**src/rtl/iterative_alu_if.sv**
```systemverilog
// Operand/result bundle for iterative_alu: the requester drives start and operands,
// and the ALU returns busy, the done pulse and the registered result.
interface iterative_alu_if;
  logic        start_i;
  logic [3:0]  alu_ctrl_i;
  logic [31:0] src_a_i;
  logic [31:0] src_b_i;
  logic        busy_o;
  logic        done_o;
  logic [31:0] result_o;
  logic        zero_o;

  modport master (
    output start_i, alu_ctrl_i, src_a_i, src_b_i,
    input  busy_o, done_o, result_o, zero_o
  );

  modport slave (
    input  start_i, alu_ctrl_i, src_a_i, src_b_i,
    output busy_o, done_o, result_o, zero_o
  );
endinterface

```
**src/rtl/iterative_alu.sv**
```systemverilog
// 32-bit ALU with a one-bit-per-cycle shifter; defining ITERATIVE_ALU_FAST_SHIFT_EN
// replaces the iterative shifter with a single-cycle barrel shifter.
module iterative_alu (
  input  logic           clk_i,
  input  logic           rst_i,
  iterative_alu_if.slave bus
);

  localparam logic [3:0] OP_ADD  = 4'b0000;
  localparam logic [3:0] OP_SUB  = 4'b0001;
  localparam logic [3:0] OP_AND  = 4'b0010;
  localparam logic [3:0] OP_OR   = 4'b0011;
  localparam logic [3:0] OP_XOR  = 4'b0100;
  localparam logic [3:0] OP_SLT  = 4'b0101;
  localparam logic [3:0] OP_SLTU = 4'b0110;
  localparam logic [3:0] OP_SLL  = 4'b0111;
  localparam logic [3:0] OP_SRL  = 4'b1000;
  localparam logic [3:0] OP_SRA  = 4'b1001;

  typedef enum logic [1:0] {
    IDLE  = 2'd0,
    SHIFT = 2'd1,
    DONE  = 2'd2
  } state_t;

  state_t      state_reg, state_next;
  logic [31:0] work_reg, work_next;
  logic [4:0]  cnt_reg, cnt_next;
  logic [3:0]  op_reg, op_next;
  logic [31:0] result_reg, result_next;
  logic        zero_reg, zero_next;

  logic [4:0]  shamt;
  logic        accept;
  logic        go_iter;
  logic [31:0] alu_result;
  logic [31:0] shift_step;

  assign shamt  = bus.src_b_i[4:0];
  assign accept = bus.start_i && ((state_reg == IDLE) || (state_reg == DONE));

`ifdef ITERATIVE_ALU_FAST_SHIFT_EN
  assign go_iter     = 1'b0;
  assign bus.busy_o  = 1'b0;
`else
  logic is_shift_op;
  assign is_shift_op = (bus.alu_ctrl_i == OP_SLL) || (bus.alu_ctrl_i == OP_SRL) ||
                       (bus.alu_ctrl_i == OP_SRA);
  assign go_iter     = is_shift_op && (shamt != 5'd0);
  assign bus.busy_o  = (state_reg == SHIFT);
`endif

  assign bus.done_o   = (state_reg == DONE);
  assign bus.result_o = result_reg;
  assign bus.zero_o   = zero_reg;

  // Single-cycle result; in iterative mode shifts only land here when shamt is 0.
  always_comb begin
    alu_result = 32'd0;
    case (bus.alu_ctrl_i)
      OP_ADD:  alu_result = bus.src_a_i + bus.src_b_i;
      OP_SUB:  alu_result = bus.src_a_i - bus.src_b_i;
      OP_AND:  alu_result = bus.src_a_i & bus.src_b_i;
      OP_OR:   alu_result = bus.src_a_i | bus.src_b_i;
      OP_XOR:  alu_result = bus.src_a_i ^ bus.src_b_i;
      OP_SLT:  alu_result = {31'd0, $signed(bus.src_a_i) < $signed(bus.src_b_i)};
      OP_SLTU: alu_result = {31'd0, bus.src_a_i < bus.src_b_i};
`ifdef ITERATIVE_ALU_FAST_SHIFT_EN
      OP_SLL:  alu_result = bus.src_a_i << shamt;
      OP_SRL:  alu_result = bus.src_a_i >> shamt;
      OP_SRA:  alu_result = $unsigned($signed(bus.src_a_i) >>> shamt);
`else
      OP_SLL, OP_SRL, OP_SRA: alu_result = bus.src_a_i;
`endif
      default: alu_result = 32'd0;
    endcase
  end

  // SRA keeps replicating bit 31, which never changes during the shift.
  always_comb begin
    case (op_reg)
      OP_SLL:  shift_step = {work_reg[30:0], 1'b0};
      OP_SRL:  shift_step = {1'b0, work_reg[31:1]};
      default: shift_step = {work_reg[31], work_reg[31:1]};
    endcase
  end

  always_comb begin
    state_next  = state_reg;
    work_next   = work_reg;
    cnt_next    = cnt_reg;
    op_next     = op_reg;
    result_next = result_reg;
    zero_next   = zero_reg;
    case (state_reg)
      IDLE, DONE: begin
        if (accept) begin
          if (go_iter) begin
            state_next = SHIFT;
            work_next  = bus.src_a_i;
            cnt_next   = shamt;
            op_next    = bus.alu_ctrl_i;
          end else begin
            state_next  = DONE;
            result_next = alu_result;
            zero_next   = (alu_result == 32'd0);
          end
        end else begin
          state_next = IDLE;
        end
      end
      SHIFT: begin
        work_next = shift_step;
        cnt_next  = cnt_reg - 5'd1;
        if (cnt_reg == 5'd1) begin
          state_next  = DONE;
          result_next = shift_step;
          zero_next   = (shift_step == 32'd0);
        end
      end
      default: state_next = IDLE;
    endcase
  end

  always_ff @(posedge clk_i) begin
    if (rst_i) begin
      state_reg  <= IDLE;
      work_reg   <= 32'd0;
      cnt_reg    <= 5'd0;
      op_reg     <= 4'd0;
      result_reg <= 32'd0;
      zero_reg   <= 1'b1;
    end else begin
      state_reg  <= state_next;
      work_reg   <= work_next;
      cnt_reg    <= cnt_next;
      op_reg     <= op_next;
      result_reg <= result_next;
      zero_reg   <= zero_next;
    end
  end

endmodule

```
**src/flat_wrapper.sv**
```systemverilog
// flat-port wrapper written by rule: the top's interface ports become plain ports
module iterative_alu_flat 
  (clk_i, rst_i, bus_start_i, bus_alu_ctrl_i, bus_src_a_i, bus_src_b_i, bus_busy_o, bus_done_o, bus_result_o, bus_zero_o);
  iterative_alu_if bus_i ();
  input  logic clk_i;
  input  logic rst_i;
  input wire logic [$bits(bus_i.start_i)-1:0] bus_start_i;
  input wire logic [$bits(bus_i.alu_ctrl_i)-1:0] bus_alu_ctrl_i;
  input wire logic [$bits(bus_i.src_a_i)-1:0] bus_src_a_i;
  input wire logic [$bits(bus_i.src_b_i)-1:0] bus_src_b_i;
  output wire logic [$bits(bus_i.busy_o)-1:0] bus_busy_o;
  output wire logic [$bits(bus_i.done_o)-1:0] bus_done_o;
  output wire logic [$bits(bus_i.result_o)-1:0] bus_result_o;
  output wire logic [$bits(bus_i.zero_o)-1:0] bus_zero_o;
  assign bus_i.start_i = bus_start_i;
  assign bus_i.alu_ctrl_i = bus_alu_ctrl_i;
  assign bus_i.src_a_i = bus_src_a_i;
  assign bus_i.src_b_i = bus_src_b_i;
  assign bus_busy_o = bus_i.busy_o;
  assign bus_done_o = bus_i.done_o;
  assign bus_result_o = bus_i.result_o;
  assign bus_zero_o = bus_i.zero_o;
  iterative_alu u_core (.clk_i(clk_i), .rst_i(rst_i), .bus(bus_i));
endmodule
```
**config.mk**
```make
export PLATFORM = sky130hd
export DESIGN_NAME = iterative_alu_flat
export DESIGN_NICKNAME = d
export VERILOG_FILES = /design/src/rtl/iterative_alu_if.sv /design/src/rtl/iterative_alu.sv /design/src/flat_wrapper.sv
export SDC_FILE = /design/constraint.sdc
export NUM_CORES = 1
export LEC_CHECK = 0
export CORE_AREA = 2 2 200 202
export DETAILED_ROUTE_END_ITERATION = 10
export DIE_AREA = 0 0 202 204
export SLEW_MARGIN = 20
export SYNTH_ARGS = -nofsm -noshare
export SYNTH_HDL_FRONTEND = slang
export SYNTH_SLANG_ARGS = --single-unit
```
**constraint.sdc**
```tcl
create_clock -name clk_i -period 3.7 [get_ports clk_i]
set_clock_uncertainty 0.05 [all_clocks]
set_input_delay 0.555 -clock clk_i [delete_from_list [all_inputs] [get_ports clk_i]]
set_output_delay 0.555 -clock clk_i [all_outputs]
set_load 0.005 [all_outputs]
```
==> results.tsv <==
metric	value	unit
dieArea	41210	um^2
root_buffer	clkbuf_16	
slew_violations	0	
final_antenna_net_count	0	
syn_nets	1601	
fmax	0.2649	GHz
drc	0	
grt_pass1_wl	72670	um
period_needed	3.775	ns
drt_iter0_drc	1275	
routed-via-count	12720	
ys_ff_latch	76	
p_leak	6.622	nW
vdd_ir_drop_max	0.2118	mV
routedWlPerCell	20.20	um
clock_path_buffers	2	
grt_pass1_vias	12580	
clkSinkCount	76	
htreeDepth	3	
violations	negative setup slack	
crit_path_max_fanout	7	
cts_buffers	9	
crit_chain	clkdlybuf4s50_1 > inv_1 > ha_4 > buf_4 > inv_1 > nor3_2 > o21ai_1 > nor2b_1 > buf_4 > o21bai_1 > a21oi_1 > or4_1 > nor4_4 > nand4_1 > o41ai_2	
post-place-ws	-1.012	ns
area_growth	56.98	%
core_area	39180	um^2
max_stage_delay	0.59	ns
die_x	202	um
final_cell_mix	buf_4 (407), nand2_1 (174), nor2_1 (150), a21oi_1 (144), inv_1 (100)	
status	complete, but fails checks	
final_nets	2035	
hold_class	reg2reg	
syn_inst	1413	
ys_types	86	
seq_area_frac_synth	15.79	%
relSlewSlack	36.48	%
synth-edff-count	0	
drtPass1Iterations	5	
dp_hpwl	38190	um
p_per_area	264.3	nW/um^2
synthArstFlopShare	0	%
place_congestion	0.9537	
rsz0062_at_grt	true	
yosys_most_used_dff	dfxtp_1	
ioPinCount	106	
via_per_inst	5.350	
cp-end-kind	flop	
critPathSlowestCell	or4_1	
required	3.89	ns
cts_tree	built	
tightest_slew	0.9504	ns
finalSetupViolations	1	
layoutNonFillerInstCount	2377	
grt_antenna_before_repair	0	
die_y	204	um
yosys_warnings	0	
wirelength	48010	um
dp.cells	2357	
cp.arrival	3.97	ns
setup_slack	-0.07487	ns
grt_max_degree	76	
syn_area	9638	um^2
drive_gt1_share	30.45	%
diodes	0	
clk_latency	0.33	ns
synth_area_per_cell	6.821	um^2
path_class	in2reg	
finalPower	3.999	mW
cts_hold_buffers	0	
hold_viol	0	
startpoint_type	input pin	
start_util	24.60	%
period_share	102.0	%
grt_use_total	22.53	%
global_route.overflow_total	0	
drv_cap	0	
io_buffer_count	105	
final_common_cell	buf_4	
clkTransAtPathRegs	0.06	ns
row_count	73	
hold-worst-slack	0.3998	ns
[report_power, final]
| group | leakage, nW | internal, mW | total, mW | switching [mW] |
|---|---|---|---|---|
| Clock | 0.161 | 0.657 | 1.02 | 0.361 |
| Sequential | 0.619 | 0.869 | 0.909 | 0.0406 |
| Combinational | 5.84 | 0.977 | 2.07 | 1.10 |
[through the flow]
stage	area (um^2)	utilization (%)	TNS, ns
floorplan	9638	-	0
global placement	14080	35.95	-12.63
detailed placement	14080	35.95	-13.99
CTS	14700	37.52	-0.1452
global route	15130	38.61	-0.2667
finish	15130	38.61	-0.07487
[worst paths after layout]
kind | slack [ns] | cells past startpoint | startpoint | endpoint
max | -0.07 | 15 | bus_src_a_i[11] | u_core.bus.zero_o
min | 0.40 | 2 | u_core.bus.result_o[2] | u_core.bus.result_o[2]
max reg2reg | 0.79 | 11 | u_core.state_reg[1] | u_core.bus.zero_o
min reg2reg | 0.40 | 2 | u_core.bus.result_o[2] | u_core.bus.result_o[2]
[Yosys cell counts (all sizes together), types with 7 or more instances]
master	instances	area, um^2
or2	11	68.82
a221o	9	90.09
nor2	156	585.6
mux2i	16	160.2
o22ai	8	50.05
nor3	24	120.1
nand4	10	62.56
ha	115	1439
o21bai	13	97.59
o211ai	17	127.6
o21ai	77	389.1
a21oi	160	800.8
nor2b	15	93.84
nand2b	15	93.84
a221oi	44	385.4
clkbuf	76	285.3
o221ai	10	87.58
buf	18	103.8
and3	7	43.79
nand2	175	656.9
a21o	20	150.1
dfxtp	76	1521
a211oi	20	160.2
o31ai	12	95.09
a22oi	15	112.6
nor4	23	156.4
a31oi	16	106.4
inv	104	390.4
nand3	39	195.2
[logic make-up after synthesis]
| family | share of synthesized area (%) |
|---|---|
| muxes | 1.778 |
| DFF | 15.79 |
| AOI/OAI and AO/OA | 34.26 |
| and+or+nand+nor | 24.52 |
| buffers and inverters | 8.126 |
| adders and majority gates | 15.34 |
| xor gates and xnor gates | 0.1818 |
[what timing repair did]
action                     in CTS  in global routing
setup endpoints to repair      18                 20
setup buffers                   2                  2
gates resized for setup        71                 87
pin swaps                      14                 17
[worst max-delay path, delay by kind of cell]
kind	cells	cell delay, ns
simple gates	5	1.47
buf+inv	5	1.03
compound gates	4	0.61
fa+ha+maj	1	0.29
[area by class of cell]
class	instances	area, um^2
fill	4068	24050
multi-input combinational	1138	8036
timing repair buffer	517	4180
sequential	76	1521
tap	525	656.9
inverter	105	394.1
clock buffer	9	225.2
clock inverter	7	115.1
[routing by layer]
metal / routed length [um] / vias up / part of all wire [%] / global-route usage (%)
met5: 0 / - / 0 / 0
met4: 2003 / 0 / 4.2 / 7.721
met3: 3228 / 115 / 6.7 / 2.822
met2: 22200 / 599 / 46 / 37.91
met1: 20580 / 6002 / 43 / 29.68
li1: - / 6000 / - / -
No activity file was read; power rests on OpenSTA's default activity.
